`config.mk`:
```
export PLATFORM = sky130hd
export DESIGN_NAME = grid_io_array_cfg
export DESIGN_NICKNAME = d
export VERILOG_FILES = /design/src/rtl/grid_io_array_cfg.sv
export SDC_FILE = /design/constraint.sdc
export NUM_CORES = 1
export LEC_CHECK = 0
export CAP_MARGIN = 0
export CORE_ASPECT_RATIO = 0.7
export CORE_MARGIN = 1.5
export CORE_UTILIZATION = 45
export DETAILED_ROUTE_END_ITERATION = 10
export GPL_TIMING_DRIVEN = 0
export PLACE_DENSITY = 0.77
export SYNTH_ARGS = -nofsm -noshare
export SYNTH_HDL_FRONTEND = slang
export SYNTH_SLANG_ARGS = --single-unit
```
`constraint.sdc`:
```
create_clock -name prog_clk -period 4.4 [get_ports prog_clk]
set_input_delay 0.66 -clock prog_clk [delete_from_list [all_inputs] [get_ports prog_clk]]
set_output_delay 0.66 -clock prog_clk [all_outputs]
set_load 0.05 [all_outputs]
```
`src/rtl/grid_io_array_cfg.sv`:
```
// Configurable pad channel array: a scan-chain frame is shifted in, then committed to a shadow register that steers each pad.
// Pad outputs settle one cycle after commit; no backpressure. `define IO_PARITY_EN to append an even-parity bit to the frame.
module grid_io_array_cfg #(
  parameter int NUM_CH = 4
) (
  input  logic              prog_clk,
  input  logic              pReset,
  input  logic              IO_ISOL_N,
  input  logic [NUM_CH-1:0] gfpga_pad_EMBEDDED_IO_HD_SOC_IN,
  output logic [NUM_CH-1:0] gfpga_pad_EMBEDDED_IO_HD_SOC_OUT,
  output logic [NUM_CH-1:0] gfpga_pad_EMBEDDED_IO_HD_SOC_DIR,
  input  logic [NUM_CH-1:0] outpad,
  output logic [NUM_CH-1:0] inpad_upper,
  output logic [NUM_CH-1:0] inpad_lower,
  input  logic              ccff_head,
  input  logic              ccff_shift_en,
  input  logic              ccff_commit,
  output logic              ccff_tail,
  output logic              cfg_valid,
  output logic              cfg_err
);

  localparam int ACT_W = 2 * NUM_CH;
`ifdef IO_PARITY_EN
  localparam int CFG_W = ACT_W + 1;
`else
  localparam int CFG_W = ACT_W;
`endif
  localparam int CNT_W = $clog2(CFG_W + 2);
  localparam logic [CNT_W-1:0] CNT_FULL = CNT_W'(CFG_W);
  localparam logic [CNT_W-1:0] CNT_MAX  = CNT_W'(CFG_W + 1);
  localparam logic [CNT_W-1:0] CNT_ONE  = CNT_W'(1);

  typedef enum logic [1:0] {
    FR_IDLE,
    FR_LOADING,
    FR_FULL,
    FR_OVER
  } frame_t;

  logic [CFG_W-1:0] sr;
  logic [ACT_W-1:0] act;
  logic [CNT_W-1:0] cnt;
  frame_t           frame;
  logic             parity_ok;
  logic             commit_ok;
  logic             pads_live;
  logic [NUM_CH-1:0] inpad_dat;

  always_comb begin
    frame = FR_LOADING;
    if (cnt == '0)
      frame = FR_IDLE;
    else if (cnt == CNT_FULL)
      frame = FR_FULL;
    else if (cnt > CNT_FULL)
      frame = FR_OVER;
  end

`ifdef IO_PARITY_EN
  assign parity_ok = ~(^sr);
`else
  assign parity_ok = 1'b1;
`endif

  assign commit_ok = (frame == FR_FULL) && parity_ok;
  assign ccff_tail = sr[CFG_W-1];

  // A commit coinciding with a shift is a framing error: the new bit starts a fresh frame.
  always_ff @(posedge prog_clk or posedge pReset) begin
    if (pReset) begin
      sr        <= '0;
      act       <= '0;
      cnt       <= '0;
      cfg_valid <= 1'b0;
      cfg_err   <= 1'b0;
    end else begin
      if (ccff_shift_en)
        sr <= {sr[CFG_W-2:0], ccff_head};

      if (ccff_shift_en && ccff_commit) begin
        cfg_err <= 1'b1;
        cnt     <= CNT_ONE;
      end else if (ccff_commit) begin
        if (commit_ok) begin
          act       <= sr[ACT_W-1:0];
          cfg_valid <= 1'b1;
          cfg_err   <= 1'b0;
        end else begin
          cfg_err <= 1'b1;
        end
        cnt <= '0;
      end else if (ccff_shift_en && (cnt != CNT_MAX)) begin
        cnt <= cnt + CNT_ONE;
      end
    end
  end

  assign pads_live = IO_ISOL_N && cfg_valid;

  // Isolated or unconfigured channels park as inputs with every data path quiet.
  always_comb begin
    gfpga_pad_EMBEDDED_IO_HD_SOC_DIR = '1;
    gfpga_pad_EMBEDDED_IO_HD_SOC_OUT = '0;
    inpad_dat                        = '0;
    if (pads_live) begin
      for (int c = 0; c < NUM_CH; c++) begin
        gfpga_pad_EMBEDDED_IO_HD_SOC_DIR[c] = ~act[2*c];
        if (act[2*c])
          gfpga_pad_EMBEDDED_IO_HD_SOC_OUT[c] = outpad[c] ^ act[2*c+1];
        else
          inpad_dat[c] = gfpga_pad_EMBEDDED_IO_HD_SOC_IN[c] ^ act[2*c+1];
      end
    end
  end

  assign inpad_upper = inpad_dat;
  assign inpad_lower = inpad_dat;

endmodule

```
; ---- After elaboration in Yosys (flattened, before gate mapping)
; Cells that the tools add are included.
[totals]
regBits = 22
inputBits = 14
[op_classes]
n_addsub = 1
magnitude_cmp = 1
n_eq_ne = 3
n_mux = 20
bitwise_logic = 13
reduce_logical = 7
[op_table]
columns = operator, n
row1 = 4-bit two-way mux, 6
row2 = 1-bit two-way mux, 11
row3 = 1-bit bitwise XOR, 8
row4 = 2-bit two-way mux, 3
row5 = 1-bit NOT, 5
row6 = "4-bit by 1-bit adder with 4-bit output, second input constant", 1
row7 = "4-bit == test, second input constant", 1
row8 = "4-bit greater-than comparator, second input constant", 1
row9 = 4-bit zero test, 1
row10 = "4-bit inequality test, second input constant", 1
row11 = 1-bit logical AND, 3
row12 = 3-bit AND reduction, 1
row13 = 3-bit nonzero test, 1
row14 = "2-bit == test, second input constant", 1
row15 = 2-bit nonzero test, 1

; ---- Depth between registers and ports, before layout
; Gate-level depths: netlist of run 1.
[logic_depth]
ltp_word = 8
mapped_depth = 5
mapped_depth_nobuf = 5

; ---- Worst setup path after synthesis of run 1
; Ideal clock, no wire load.
[synth_path]
path_type = reg2out
startpoint = reg cfg_valid
endpoint = out inpad_upper[0]
arrival_time_ns = 2.416
required_time_ns = 3.740
slack_ns = 1.324
stages_incl_launch_ff = 4
path_buffers = 1
path_cell_list = dfrtp_1 > nand2_1 > nor3_1 > buf_4
[synth_between]
elab_chain_cells = 2
[synth_lines]
columns = item, line
row1 = start: declaration, 19  ; output logic cfg_valid,
row2 = start signal: assignment, 75  ; cfg_valid <= 1'b0;
row3 = start signal: assignment, 87  ; cfg_valid <= 1'b1;
row4 = 1-bit logical AND, 99  ; assign pads_live = IO_ISOL_N && cfg_valid;
row5 = 4-bit two-way mux, 106  ; if (pads_live) begin
row6 = end: declaration, 13  ; output logic [NUM_CH-1:0] inpad_upper,
; Every way passes these cells.

; ---- Worst setup path in the final report of run 1
[layout_path]
startpoint = in IO_ISOL_N
endpoint = out inpad_upper[2]
[layout_between]
elab_chain_cells = 2
[layout_lines]
columns = item, line
row1 = start: declaration, 8  ; input logic IO_ISOL_N,
row2 = 1-bit logical AND, 99
row3 = 4-bit two-way mux, 106
; Every way passes these cells.

==> impl_metrics.json, run 1 <==
{
  "chipWidth_um": 62.9,
  "gr-total-overflow": 0,
  "clock_path_buffers": 2,
  "cp-endpoint": "inpad_upper[2]",
  "hpwl_um": 1670,
  "dp.cells": 154,
  "syn_nets": 108,
  "worstPathArrival_ns": 2.60,
  "die-area_mm2": 0.00282,
  "first_pass_iters": 5,
  "grt_antenna_before_repair": 0,
  "grt.met1_usage_pct": 24.0,
  "path_class": "in2out",
  "wire_per_inst_um": 13.3,
  "die_height_um": 44.9,
  "crit_chain": "clkdlybuf4s50_1 -> nand2_1 -> nor3_1 -> buf_4 -> clkdlybuf4s50_1",
  "synth_cells": 91,
  "grt_pass1_wl_um": 3640,
  "skew_ns": 0.0134,
  "drcViolationCount": 0,
  "io_pins": 33,
  "route.vias.total": 758,
  "crit_path_end_kind": "output port",
  "dpl_worst_slack_ns": 1.15,
  "reg2regPathDepth": 5,
  "viasPerCell": 4.80,
  "setup_viol": 0,
  "clock_latency_ns": 0.31,
  "core_mm2": 0.00226,
  "diodes": 0,
  "path_common_cell": "clkdlybuf4s50_1",
  "critPathSlowestCell": "clkdlybuf4s50_1",
  "r2r_slack_ns": 2.81,
  "routed_wl_um": 2100,
  "finalCritPeriodShare_pct": 74.1,
  "synth_area_mm2": 0.00113,
  "slew_headroom_pct": 47.2,
  "hold_viol": 0,
  "synthToLayoutAreaGrowth_pct": 34.3,
  "cp_num_cells": 5,
  "max_freq_mhz": 307,
  "drtIter0Drc": 9,
  "grt-busiest-layer": "met2",
  "met2_usage_pct": 28.2,
  "grt_pass1_vias": 729,
  "cap_violations": 0,
  "fin_ws_ns": 1.14,
  "worst_pin_slew_ns": 0.791,
  "clock_sinks": 22,
  "power_per_cell_area_mw_per_mm2": 288,
  "cts_setup_buffers": 0,
  "layout_commonest_cell": "clkdlybuf4s50_1",
  "initial_core_util_pct": 49.9,
  "crit_buf_inv": 3,
  "cts_hold_repair.buffers": 0,
  "placed_cell_area_mm2": 0.00148,
  "post_cts_resized": 0,
  "ys_seq_area_share_pct": 48.8,
  "peakVddDrop_uv": 289,
  "cp-startpoint": "IO_ISOL_N",
  "rsz0062_at_grt": "no",
  "crit_path_max_incr_delay_ns": 0.78,
  "cp-start-kind": "input port",
  "synth-seq-cells": 22,
  "final_area_mm2": 0.00152,
  "layout_common_cells": "clkdlybuf4s50_1 (31), dfrtp_1 (22), mux2_2 (8), mux2_4 (8), xnor2_1 (8)",
  "ys_warn_count": 0,
  "rows": 14,
  "slew_violations": 0,
  "postRouteAntennaNets": 0,
  "setup-tns-final_ns": 0,
  "h-tree-depth": 1,
  "r2r-end": "act[1]$_DFFE_PP0P_",
  "crit_family": "buffers and inverters",
  "p_leak_nw": 0.691,
  "io_buffers": 31,
  "cts_tree": "done",
  "gr-usage-all-layers_pct": 17.7,
  "outcome": "completed",
  "r2r-start": "cnt[0]$_DFFE_PP0P_",
  "cts_buffers": 3,
  "cts.reportedPaths.clkPinSlew_ns": 0.11,
  "synth_cell_types": 23,
  "grt_start_max_net_pins": 23,
  "globalplace.congestion": 0.773,
  "layout.nets": 144,
  "grt_use_met3_pct": 5.99,
  "cp_max_fo": 5,
  "hold_class": "reg2reg",
  "root_buffer": "clkbuf_4",
  "critPathRequiredTime_ns": 3.74,
  "instances_no_fill": 158,
  "synth_area_per_cell_um2": 12.4,
  "layout-drive-gt1-share_pct": 23.0,
  "layout_min_cycle_time_ns": 3.26
}
## power breakdown
| group | internal [mW] | switching [mW] |
|---|---|---|
| combinational | 0.0426 | 0.0400 |
| clock | 0.0505 | 0.0588 |
| sequential | 0.225 | 0.0198 |
| total | 0.318 | 0.119 |
## synthesized netlist by cell type
library cell	count	area (um^2)
xnor2_1	8	70.1
dfrtp_1	22	551
buf_2	2	10.0
nor2_8	1	20.0
nor3_1	4	20.0
nand4_1	1	6.26
buf_4	4	30.0
a41o_1	1	10.0
a211oi_1	1	7.51
a21oi_1	3	15.0
mux2i_1	1	10.0
or2_2	1	6.26
nand4b_4	1	23.8
nand2_1	4	15.0
inv_1	4	15.0
nand3_1	4	20.0
nand3b_1	1	7.51
ha_1	3	37.5
mux2_4	8	120
or3b_1	1	8.76
xor2_1	1	8.76
nor2_1	7	26.3
mux2_2	8	90.1
## state kept, by name (all words and copies together) (netlist names)
register,count
act,8
cfg_err,1
cfg_valid,1
cnt,4
sr,8
## per-layer routing
metal	wire [um]	vias up
li1	-	377
met1	991	357
met2	989	22
met3	103	2
met4	20	0
met5	0	-
## final cells by class
class                      instances  area (um^2)
inverter                           4         15.0
sequential                        22          551
tap                               32         40.0
fill                             172          744
clock buffer                       4         36.3
timing repair buffer              31          310
buffer                             6         40.0
multi-input combinational         59          523
## cell families (layout without fill, tap and decap cells)
group	after synthesis	after routing	share of synthesized area, %
compound gates	5	5	2.88
flops	22	22	48.8
buf+inv	10	45	4.88
simple gates	25	25	13.6
mux	17	17	19.5
xor+xnor	9	9	6.98
fa+ha+maj	3	3	3.33
## tightest hold or removal path, stage by stage, from the launching register on
cell and delay (ns):
dfrtp_1 0.36, nor2_1 0.04, nor2_1 0.07
## metrics by stage
stage          power (mW)  utilization, %  hold slack (ns)
2_1_floorplan       0.298               -            0.494
3_3_place_gp        0.328            65.4            0.486
3_5_place_dp        0.334            65.4            0.491
4_1_cts             0.443            67.1            0.518
5_1_grt             0.460            67.1            0.569
6_report            0.437            67.1            0.504
## worst min path at each step
stage	start	to	depth (start not counted)
after floorplan	sr[0]$_DFFE_PP0P_	act[0]$_DFFE_PP0P_	1
after global placement	cfg_err$_DFFE_PP0P_	cfg_err$_DFFE_PP0P_	2
after detailed placement	cfg_err$_DFFE_PP0P_	cfg_err$_DFFE_PP0P_	2
after CTS	cfg_err$_DFFE_PP0P_	cfg_err$_DFFE_PP0P_	2
after global routing	sr[3]$_DFFE_PP0P_	act[3]$_DFFE_PP0P_	1
final	cfg_err$_DFFE_PP0P_	cfg_err$_DFFE_PP0P_	2
Power figures use the tool's default switching activity.
==> run 2: changes to the inputs <==
--- a/config.mk
+++ b/config.mk
@@ -8,10 +8,10 @@
 export CAP_MARGIN = 0
 export CORE_ASPECT_RATIO = 0.7
 export CORE_MARGIN = 1.5
-export CORE_UTILIZATION = 45
+export CORE_UTILIZATION = 42
 export DETAILED_ROUTE_END_ITERATION = 10
 export GPL_TIMING_DRIVEN = 0
-export PLACE_DENSITY = 0.77
+export PLACE_DENSITY = 0.75
 export SYNTH_ARGS = -nofsm -noshare
 export SYNTH_HDL_FRONTEND = slang
 export SYNTH_SLANG_ARGS = --single-unit
==> constraint.sdc (replaced) <==
create_clock -name prog_clk -period 2.7 [get_ports prog_clk]
set_input_delay 0.405 -clock prog_clk [delete_from_list [all_inputs] [get_ports prog_clk]]
set_output_delay 0.405 -clock prog_clk [all_outputs]
set_load 0.05 [all_outputs]
==> run 2 against run 1 <==
  * Combinational power increased by 63%
  * Routed wire length decreased by 1.8%
  * Design area increased by 1.8%
  * Register-to-register slack got worse by 1.7 ns
  * Sequential cell count unchanged
  * Sequential share of layout area decreased by 0.65 points
  * Global-route usage decreased by 2.0 points
  * Critical path type unchanged
==> impl_metrics.json, run 2 (same netlist as run 1, synthesis figures left out) <==
{
  "rsz0062_at_grt": "no",
  "clock_path_buffers": 2,
  "worstPathArrival_ns": 2.20,
  "r2r-start": "cnt[0]$_DFFE_PP0P_",
  "instances_no_fill": 160,
  "viasPerCell": 4.86,
  "root_buffer": "clkbuf_8",
  "setup-tns-final_ns": 0,
  "grt-busiest-layer": "met2",
  "worst_pin_slew_ns": 0.795,
  "power_per_cell_area_mw_per_mm2": 495,
  "slew_violations": 0,
  "top_regs": "act: 8 flops, sr: 8 flops, cnt: 4 flops",
  "grt_start_max_net_pins": 23,
  "layout_commonest_cell": "clkdlybuf4s50_1",
  "multiInputGateArea_um2": 523,
  "fin_hold_ws_ns": 0.506,
  "grt_pass1_wl_um": 3420,
  "max_freq_mhz": 383,
  "drtIter0Drc": 6,
  "hpwl_um": 1650,
  "cts_buffers": 3,
  "design_power_total_uw": 764,
  "die-area_mm2": 0.00301,
  "hold_end": "cfg_err$_DFFE_PP0P_",
  "h-tree-depth": 1,
  "critPathRequiredTime_ns": 2.30,
  "regArea_um2": 551,
  "cap_violations": 0,
  "dpl_worst_slack_ns": -0.0576,
  "chipWidth_um": 65.0,
  "layout.nets": 144,
  "layout_common_cells": "clkdlybuf4s50_1 (24), dfrtp_1 (22), mux2_2 (8), mux2_4 (8), xnor2_1 (8)",
  "layout_min_cycle_time_ns": 2.61,
  "layout-drive-gt1-share_pct": 23.0,
  "routed_wl_um": 2070,
  "path_class": "in2out",
  "met2_usage_pct": 25.4,
  "grt_pass1_vias": 733,
  "crit_path_end_kind": "output port",
  "clock_latency_ns": 0.26,
  "rows": 15,
  "peakVddDrop_uv": 420,
  "p_leak_nw": 0.789,
  "fin_ws_ns": 0.0910,
  "io_pins": 33,
  "hp-start": "cfg_err$_DFFE_PP0P_",
  "cts.reportedPaths.clkPinSlew_ns": 0.07,
  "setup_viol": 0,
  "cp_max_fo": 5,
  "dp.cells": 156,
  "cts_setup_buffers": 0,
  "route.vias.total": 778,
  "gr-usage-all-layers_pct": 15.7,
  "die_height_um": 46.4,
  "hold_class": "reg2reg",
  "r2r-end": "act[2]$_DFFE_PP0P_",
  "postRouteAntennaNets": 0,
  "fillers": 206,
  "clock_sinks": 22,
  "skew_ns": 0.00292,
  "grt_antenna_before_repair": 0,
  "io_buffers": 31,
  "gr-total-overflow": 0,
  "drcViolationCount": 0,
  "cts_tree": "done",
  "slew_headroom_pct": 46.9,
  "r2r_slack_ns": 1.12,
  "finalCritPeriodShare_pct": 96.6,
  "cp-start-kind": "input port",
  "diodes": 0,
  "first_pass_iters": 4,
  "holdPathStages": 2,
  "core_mm2": 0.00250,
  "reg2regPathDepth": 5,
  "initial_core_util_pct": 45.2,
  "grt.met1_usage_pct": 19.6,
  "outcome": "completed",
  "synthToLayoutAreaGrowth_pct": 36.7,
  "wire_per_inst_um": 12.9,
  "grt_use_met3_pct": 5.38,
  "hold_viol": 0,
  "globalplace.congestion": 0.739
}
-- run 2: cell types whose count changed in the layout (fill, tap and decap cells not counted), sizes merged --
cell           change
clkdlybuf4s50      -7
dlymetal6s2s       +4
dlygate4sd2        +3
-- run 2: how the worst max path moves through the flow --
stage               slack [ns]  cells after the start                  start        endpoint
global placement         -0.02                      5              IO_ISOL_N  inpad_upper[0]
CTS                      0.007                      5              IO_ISOL_N  inpad_upper[1]
global route              0.04                      4              IO_ISOL_N  inpad_lower[1]
detailed placement       -0.06                      5              IO_ISOL_N  inpad_upper[0]
finish                    0.09                      4              IO_ISOL_N  inpad_lower[1]
floorplan                -0.12                      3  cfg_valid$_DFFE_PP0P_  inpad_upper[0]
-- run 2: what timing repair did --
| item | 4_1_cts | 5_1_grt |
|---|---|---|
| hold buffers | 0 | 0 |
| setup endpoints to repair | 3 | 4 |
| cloned | 0 | 0 |
| gates resized for setup | 3 | 4 |
-- run 2: worst max-delay path: stages --
cell             delay [ns]
clkdlybuf4s50_1        0.56
nand2_1                0.16
nor3_1                 0.21
clkdlybuf4s50_1        0.85
-- run 2: cell type report --
cell class / instances / area share (%)
Buffer: 6 / 2.60
Clock buffer: 4 / 3.57
Tap cell: 34 / 2.76
Inverter: 4 / 0.973
Sequential cell: 22 / 35.7
Timing Repair Buffer: 31 / 20.5
Multi-Input combinational cell: 59 / 33.9
-- run 2: power breakdown --
| part | switching [mW] | total (mW) | internal [mW] |
|---|---|---|---|
| logic | 0.0655 | 0.135 | 0.0694 |
| registers | 0.0316 | 0.399 | 0.367 |
| clock network | 0.100 | 0.230 | 0.130 |
| total | 0.198 | 0.764 | 0.566 |
-- run 2: per-layer routing --
| metal | vias up | share of wire (%) |
|---|---|---|
| met5 | - | 0 |
| met2 | 20 | 47 |
| li1 | 378 | - |
| met1 | 376 | 45 |
| met4 | 0 | 1.4 |
| met3 | 4 | 6.0 |
-- run 2: stage by stage --
stage	utilization, %	area (um^2)
final	61.8	1540
after global routing	61.8	1540
after CTS	61.4	1530
after detailed placement	59.3	1480
after global placement	59.3	1480
after floorplan	-	1130
